### config.mk
export PLATFORM = sky130hd
export DESIGN_NAME = terc4_island_decoder
export DESIGN_NICKNAME = d
export VERILOG_FILES = /design/src/rtl/terc4_island_decoder.sv
export SDC_FILE = /design/constraint.sdc
export NUM_CORES = 1
export LEC_CHECK = 0
export CAP_MARGIN = 20
export CORE_ASPECT_RATIO = 0.8
export CORE_MARGIN = 4
export CORE_UTILIZATION = 50
export DETAILED_ROUTE_END_ITERATION = 6
export PLACE_DENSITY_LB_ADDON = 0.1
export SYNTH_ARGS = -nofsm -noshare
export SYNTH_HDL_FRONTEND = slang
export SYNTH_SLANG_ARGS = --single-unit
### constraint.sdc
create_clock -name clk -period 4.5 [get_ports clk]
set_input_delay 0.9 -clock clk [delete_from_list [all_inputs] [get_ports clk]]
set_output_delay 0.9 -clock clk [all_outputs]
set_load 0.05 [all_outputs]
### src/rtl/terc4_island_decoder.sv
// TERC4 data-island decoder for one HDMI channel: tracks guard-band framing,
// decodes packet symbols to nibbles and keeps a saturating error count.
module terc4_island_decoder #(
    parameter logic [9:0]  GB_SYMBOL = 10'b0100110011,
    parameter int unsigned PKT_LEN   = 32,
    parameter int unsigned ERR_W     = 16
) (
    input  logic             clk,
    input  logic             reset,
    input  logic [9:0]       sym_in,
    input  logic             sym_valid,
    input  logic             err_clr,
    output logic [3:0]       data_out,
    output logic             data_valid,
    output logic             sop,
    output logic             eop,
    output logic             sym_err,
    output logic             frame_err,
    output logic             island_done,
    output logic [ERR_W-1:0] err_count
);

    localparam int unsigned IDX_W = (PKT_LEN > 1) ? $clog2(PKT_LEN) : 1;

    localparam logic [2:0] S_IDLE   = 3'd0;
    localparam logic [2:0] S_LEAD   = 3'd1;
    localparam logic [2:0] S_DATA   = 3'd2;
    localparam logic [2:0] S_TRAIL0 = 3'd3;
    localparam logic [2:0] S_TRAIL1 = 3'd4;

    logic [2:0]       state, state_nxt;
    logic [IDX_W-1:0] idx, idx_nxt;
    logic [3:0]       data_nxt;
    logic             data_valid_nxt, sop_nxt, eop_nxt;
    logic             sym_err_nxt, frame_err_nxt, island_done_nxt;
    logic [ERR_W-1:0] err_count_nxt;
    logic             is_gb;
    logic [4:0]       dec;

    // Returns {valid, nibble}; anything outside the 16 codes is invalid.
    function automatic logic [4:0] terc4_decode(input logic [9:0] s);
        logic [4:0] r;
        case (s)
            10'b1010011100: r = 5'h10;
            10'b1001100011: r = 5'h11;
            10'b1011100100: r = 5'h12;
            10'b1011100010: r = 5'h13;
            10'b0101110001: r = 5'h14;
            10'b0100011110: r = 5'h15;
            10'b0110001110: r = 5'h16;
            10'b0100111100: r = 5'h17;
            10'b1011001100: r = 5'h18;
            10'b0100111001: r = 5'h19;
            10'b0110011100: r = 5'h1a;
            10'b1011000110: r = 5'h1b;
            10'b1010001110: r = 5'h1c;
            10'b1001110001: r = 5'h1d;
            10'b0101100011: r = 5'h1e;
            10'b1011000011: r = 5'h1f;
            default:        r = 5'h00;
        endcase
        return r;
    endfunction

    assign is_gb = (sym_in == GB_SYMBOL);
    assign dec   = terc4_decode(sym_in);

    always_ff @(posedge clk) begin
        if (reset) begin
            state       <= S_IDLE;
            idx         <= '0;
            data_out    <= '0;
            data_valid  <= 1'b0;
            sop         <= 1'b0;
            eop         <= 1'b0;
            sym_err     <= 1'b0;
            frame_err   <= 1'b0;
            island_done <= 1'b0;
            err_count   <= '0;
        end else begin
            state       <= state_nxt;
            idx         <= idx_nxt;
            data_out    <= data_nxt;
            data_valid  <= data_valid_nxt;
            sop         <= sop_nxt;
            eop         <= eop_nxt;
            sym_err     <= sym_err_nxt;
            frame_err   <= frame_err_nxt;
            island_done <= island_done_nxt;
            err_count   <= err_count_nxt;
        end
    end

    // Framing FSM; pulse outputs default low so stalls emit nothing.
    always_comb begin
        state_nxt       = state;
        idx_nxt         = idx;
        data_nxt        = data_out;
        data_valid_nxt  = 1'b0;
        sop_nxt         = 1'b0;
        eop_nxt         = 1'b0;
        sym_err_nxt     = 1'b0;
        frame_err_nxt   = 1'b0;
        island_done_nxt = 1'b0;
        if (sym_valid) begin
            case (state)
                S_IDLE: begin
                    if (is_gb) state_nxt = S_LEAD;
                end
                S_LEAD: begin
                    if (is_gb) begin
                        state_nxt = S_DATA;
                        idx_nxt   = '0;
                    end else begin
                        state_nxt     = S_IDLE;
                        frame_err_nxt = 1'b1;
                    end
                end
                S_DATA: begin
                    data_nxt       = dec[3:0];
                    sym_err_nxt    = ~dec[4];
                    data_valid_nxt = 1'b1;
                    sop_nxt        = (idx == '0);
                    eop_nxt        = (idx == IDX_W'(PKT_LEN - 1));
                    if (idx == IDX_W'(PKT_LEN - 1)) begin
                        state_nxt = S_TRAIL0;
                        idx_nxt   = '0;
                    end else begin
                        idx_nxt = idx + IDX_W'(1);
                    end
                end
                S_TRAIL0: begin
                    if (is_gb) begin
                        state_nxt = S_TRAIL1;
                    end else begin
                        state_nxt     = S_IDLE;
                        frame_err_nxt = 1'b1;
                    end
                end
                S_TRAIL1: begin
                    state_nxt = S_IDLE;
                    if (is_gb) island_done_nxt = 1'b1;
                    else       frame_err_nxt   = 1'b1;
                end
                default: state_nxt = S_IDLE;
            endcase
        end

        // Count is updated on the same edge that registers the error flag.
        err_count_nxt = err_count;
        if (err_clr)
            err_count_nxt = '0;
        else if ((sym_err_nxt || frame_err_nxt) && (err_count != {ERR_W{1'b1}}))
            err_count_nxt = err_count + ERR_W'(1);
    end

endmodule
==> flow_metrics.tcl <==
set metrics [dict create \
    synthCells 244 \
    cts_hold_buf 0 \
    first_global_vias 1695 \
    hold_violations 0 \
    place_ws_ns 0.873 \
    path_depth 8 \
    ir_worst_vdd_mv 0.163 \
    crit_type "in2reg" \
    core_area_um2 3850 \
    vias 1944 \
    rsz0062_at_grt "false" \
    cp_data_required_time_ns 4.68 \
    synth_flop_cell "dfxtp_1" \
    netlist_top_cells_area "dfxtp_1 34%, a21oi_1 4.5%, nor2_1 4.3%" \
    status "finished clean" \
    worst-path-max-fanout 32 \
    fillers 374 \
    cts_resized 0 \
    synth_edf_count 0 \
    antennaDiodeCount 0 \
    finalSetupTns_ns 0 \
    syn_avg_cell_area_um2 8.29 \
    ant_nets 0 \
    cts_root_buffer "clkbuf_8" \
    slowest_delay_ns 0.76 \
    fin_crit_sh 0.751 \
    finalCriticalPeriod_ns 3.38 \
    drt_pass1_iterations 4 \
    synth_nets 262 \
    min-delay-path-class "reg2reg" \
    clk_path_buf_depth 2 \
    drc_errors 0 \
    synth_top_area_frac 0.336 \
    synth_seq_area_share 0.336 \
    numPortBuffers 39 \
    leakagePower_nw 0.810 \
    slew_headroom 0.529 \
    critPathArrivalTime_ns 3.56 \
    hpwl_um 3470 \
    via_per_inst 5.82 \
    fmax_ghz 0.296 \
    postCtsSetupBuffers 0 \
    area_growth_pct 24.1 \
    cts_tree "done" \
    utilization 0.652 \
    final_common_cell "clkdlybuf4s50_1" \
    endpoint "err_count[12]" \
    path_cells "clkdlybuf4s50_1 > nand4bb_1 > a2111oi_0 > and2b_4 > nand4_4 > o21a_4 > nor3_1 > o221a_1" \
    critical-path-top-delay-family "compound AO/OA/AOI/OAI gates" \
    synth_seq_cells 34 \
    cp-end-kind "register" \
    overflow 0 \
    cap_violations 0 \
    wl_per_cell_um 14.0 \
    grt_use_total 0.189 \
    grt_pass1_wl_um 7830 \
    layout_common_cells "39 x clkdlybuf4s50_1, 34 x dfxtp_1, 23 x nor2_1, 18 x a21oi_1, 11 x nand2_1" \
    cellPowerDensity_nw_per_um2 231 \
    critical_path_buf_inv_count 1 \
    yosysWarnings 0 \
    syn_area_um2 2020 \
    worstSetupStartpoint "sym_in[1]" \
    row_count 20 \
    die_y_um 64.9 \
    clk_pin_slew_worst_paths_ns 0.07 \
    drtIter0Drc 99 \
    layout.cells.non_filler 334 \
    clock-skew-final_ns 0.00472 \
    chipWidth_um 79.1 \
    min_delay_path_depth 2 \
    io_pins 40 \
    cts_made_buffers 5 \
    clock_sink_count 34 \
    drive_above_1_share 0.0573 \
    reg2reg_slack_ns 1.99 \
    synth_cell_type_count 53 \
    yosys.area.top_type "dfxtp_1" \
    dp_cells 326 \
    antenna_found_initial 0 \
    insertion_delay_ns 0.29 \
    wirelength_um 4680 \
    htreeDepth 2 \
    start_util 0.525 \
    die-area_um2 5130 \
    async_reset_ff_frac 0 \
    tightest_slew_ns 0.699 \
    nets 296 \
    r2r_end "err_count[11]" \
    finalMaxSlewViolations 0 \
    r2r_cells 7 \
    final_cell_area_um2 2510 \
    critPathSlowestCell "clkdlybuf4s50_1" \
    setup_violations 0 \
    gp_congestion 0.940 \
    postPlaceCellArea_um2 2420 \
    grt_max_degree 33 \
    cp-start-kind "input pin" \
    worst_slack_ns 1.12 \
    reg2reg_from "state[0]" \
]
-- worst register-to-register path: stages, from the launching register on --
cell,delay (ns)
dfxtp_1,0.40
and4bb_1,0.55
o31a_4,0.23
and2b_4,0.16
nand4_4,0.08
o21a_4,0.34
or4_1,0.52
a21oi_1,0.15
-- routing by layer --
layer / GRT usage / up-vias / part of all wire
met4: 0.0558 / 0 / 0.0077
met5: 0 / - / 0
met1: 0.275 / 897 / 0.52
met3: 0.0431 / 6 / 0.055
li1: - / 990 / -
met2: 0.277 / 51 / 0.42
-- registers in the layout (all words and copies together) (netlist names) --
signal / cells
state: 3
sym_err: 1
sop: 1
idx: 5
data_out: 4
err_count: 16
frame_err: 1
eop: 1
data_valid: 1
island_done: 1
-- power by group --
| part | switching, W | leakage, nW | internal (W) |
|---|---|---|---|
| clock | 0.000115 | 0.0472 | 0.000123 |
| combinational | 0.0000232 | 0.489 | 0.0000191 |
| sequential | 0.0000000104 | 0.274 | 0.000301 |
| total | 0.000138 | 0.810 | 0.000443 |
-- per-stage QoR --
stage	hold WS, ns	total power, W
after floorplan	0.481	0.000328
after global placement	0.484	0.000350
after detailed placement	0.496	0.000350
after CTS	0.505	0.000586
after global routing	0.542	0.000602
final	0.503	0.000581
-- cell type report --
class	count	area, µm²	area share
clock buffer	6	82.6	0.0329
inverter	8	30.0	0.0120
clock inverter	2	12.5	0.00498
tap	55	68.8	0.0274
multi-input combinational	189	1240	0.493
timing repair buffer	40	398	0.158
sequential	34	681	0.271
-- cells in the mapped netlist (3+ instances only) --
master,count
o21ai_0,8
nor2_1,23
nand2_1,11
nor4_1,5
or3_1,5
nor2b_1,9
o41ai_1,3
a21oi_1,18
nor3_1,9
ha_1,4
a22oi_1,3
xnor2_1,4
buf_6,3
nand2b_1,7
nand3_1,8
or4_1,7
nand4bb_1,6
dfxtp_1,34
inv_1,8
and3_1,5
o31ai_1,6
nand4_1,10
clkbuf_1,7
nand3b_1,4
-- worst min path at each step --
| stage | slack [ns] | endpoint | from |
|---|---|---|---|
| finish | 0.50 | err_count[9] | err_count[9] |
| global route | 0.54 | err_count[11] | err_count[11] |
| CTS | 0.51 | err_count[9] | err_count[9] |
| detailed placement | 0.50 | err_count[9] | err_count[9] |
| global placement | 0.48 | err_count[11] | err_count[11] |
| floorplan | 0.48 | state[2] | state[2] |
-- logic make-up (layout without fill, tap and decap cells) --
logic type / after synthesis / in the layout / share of synthesized area
and+or+nand+nor: 121 / 121 / 0.362
adders and majority gates: 4 / 4 / 0.0247
muxes: 1 / 1 / 0.00495
xor gates and xnor gates: 6 / 6 / 0.0260
buffers and inverters: 21 / 56 / 0.0513
AOI/OAI and AO/OA: 57 / 57 / 0.194
DFF: 34 / 34 / 0.336
No activity file was read; power rests on OpenSTA's default activity.
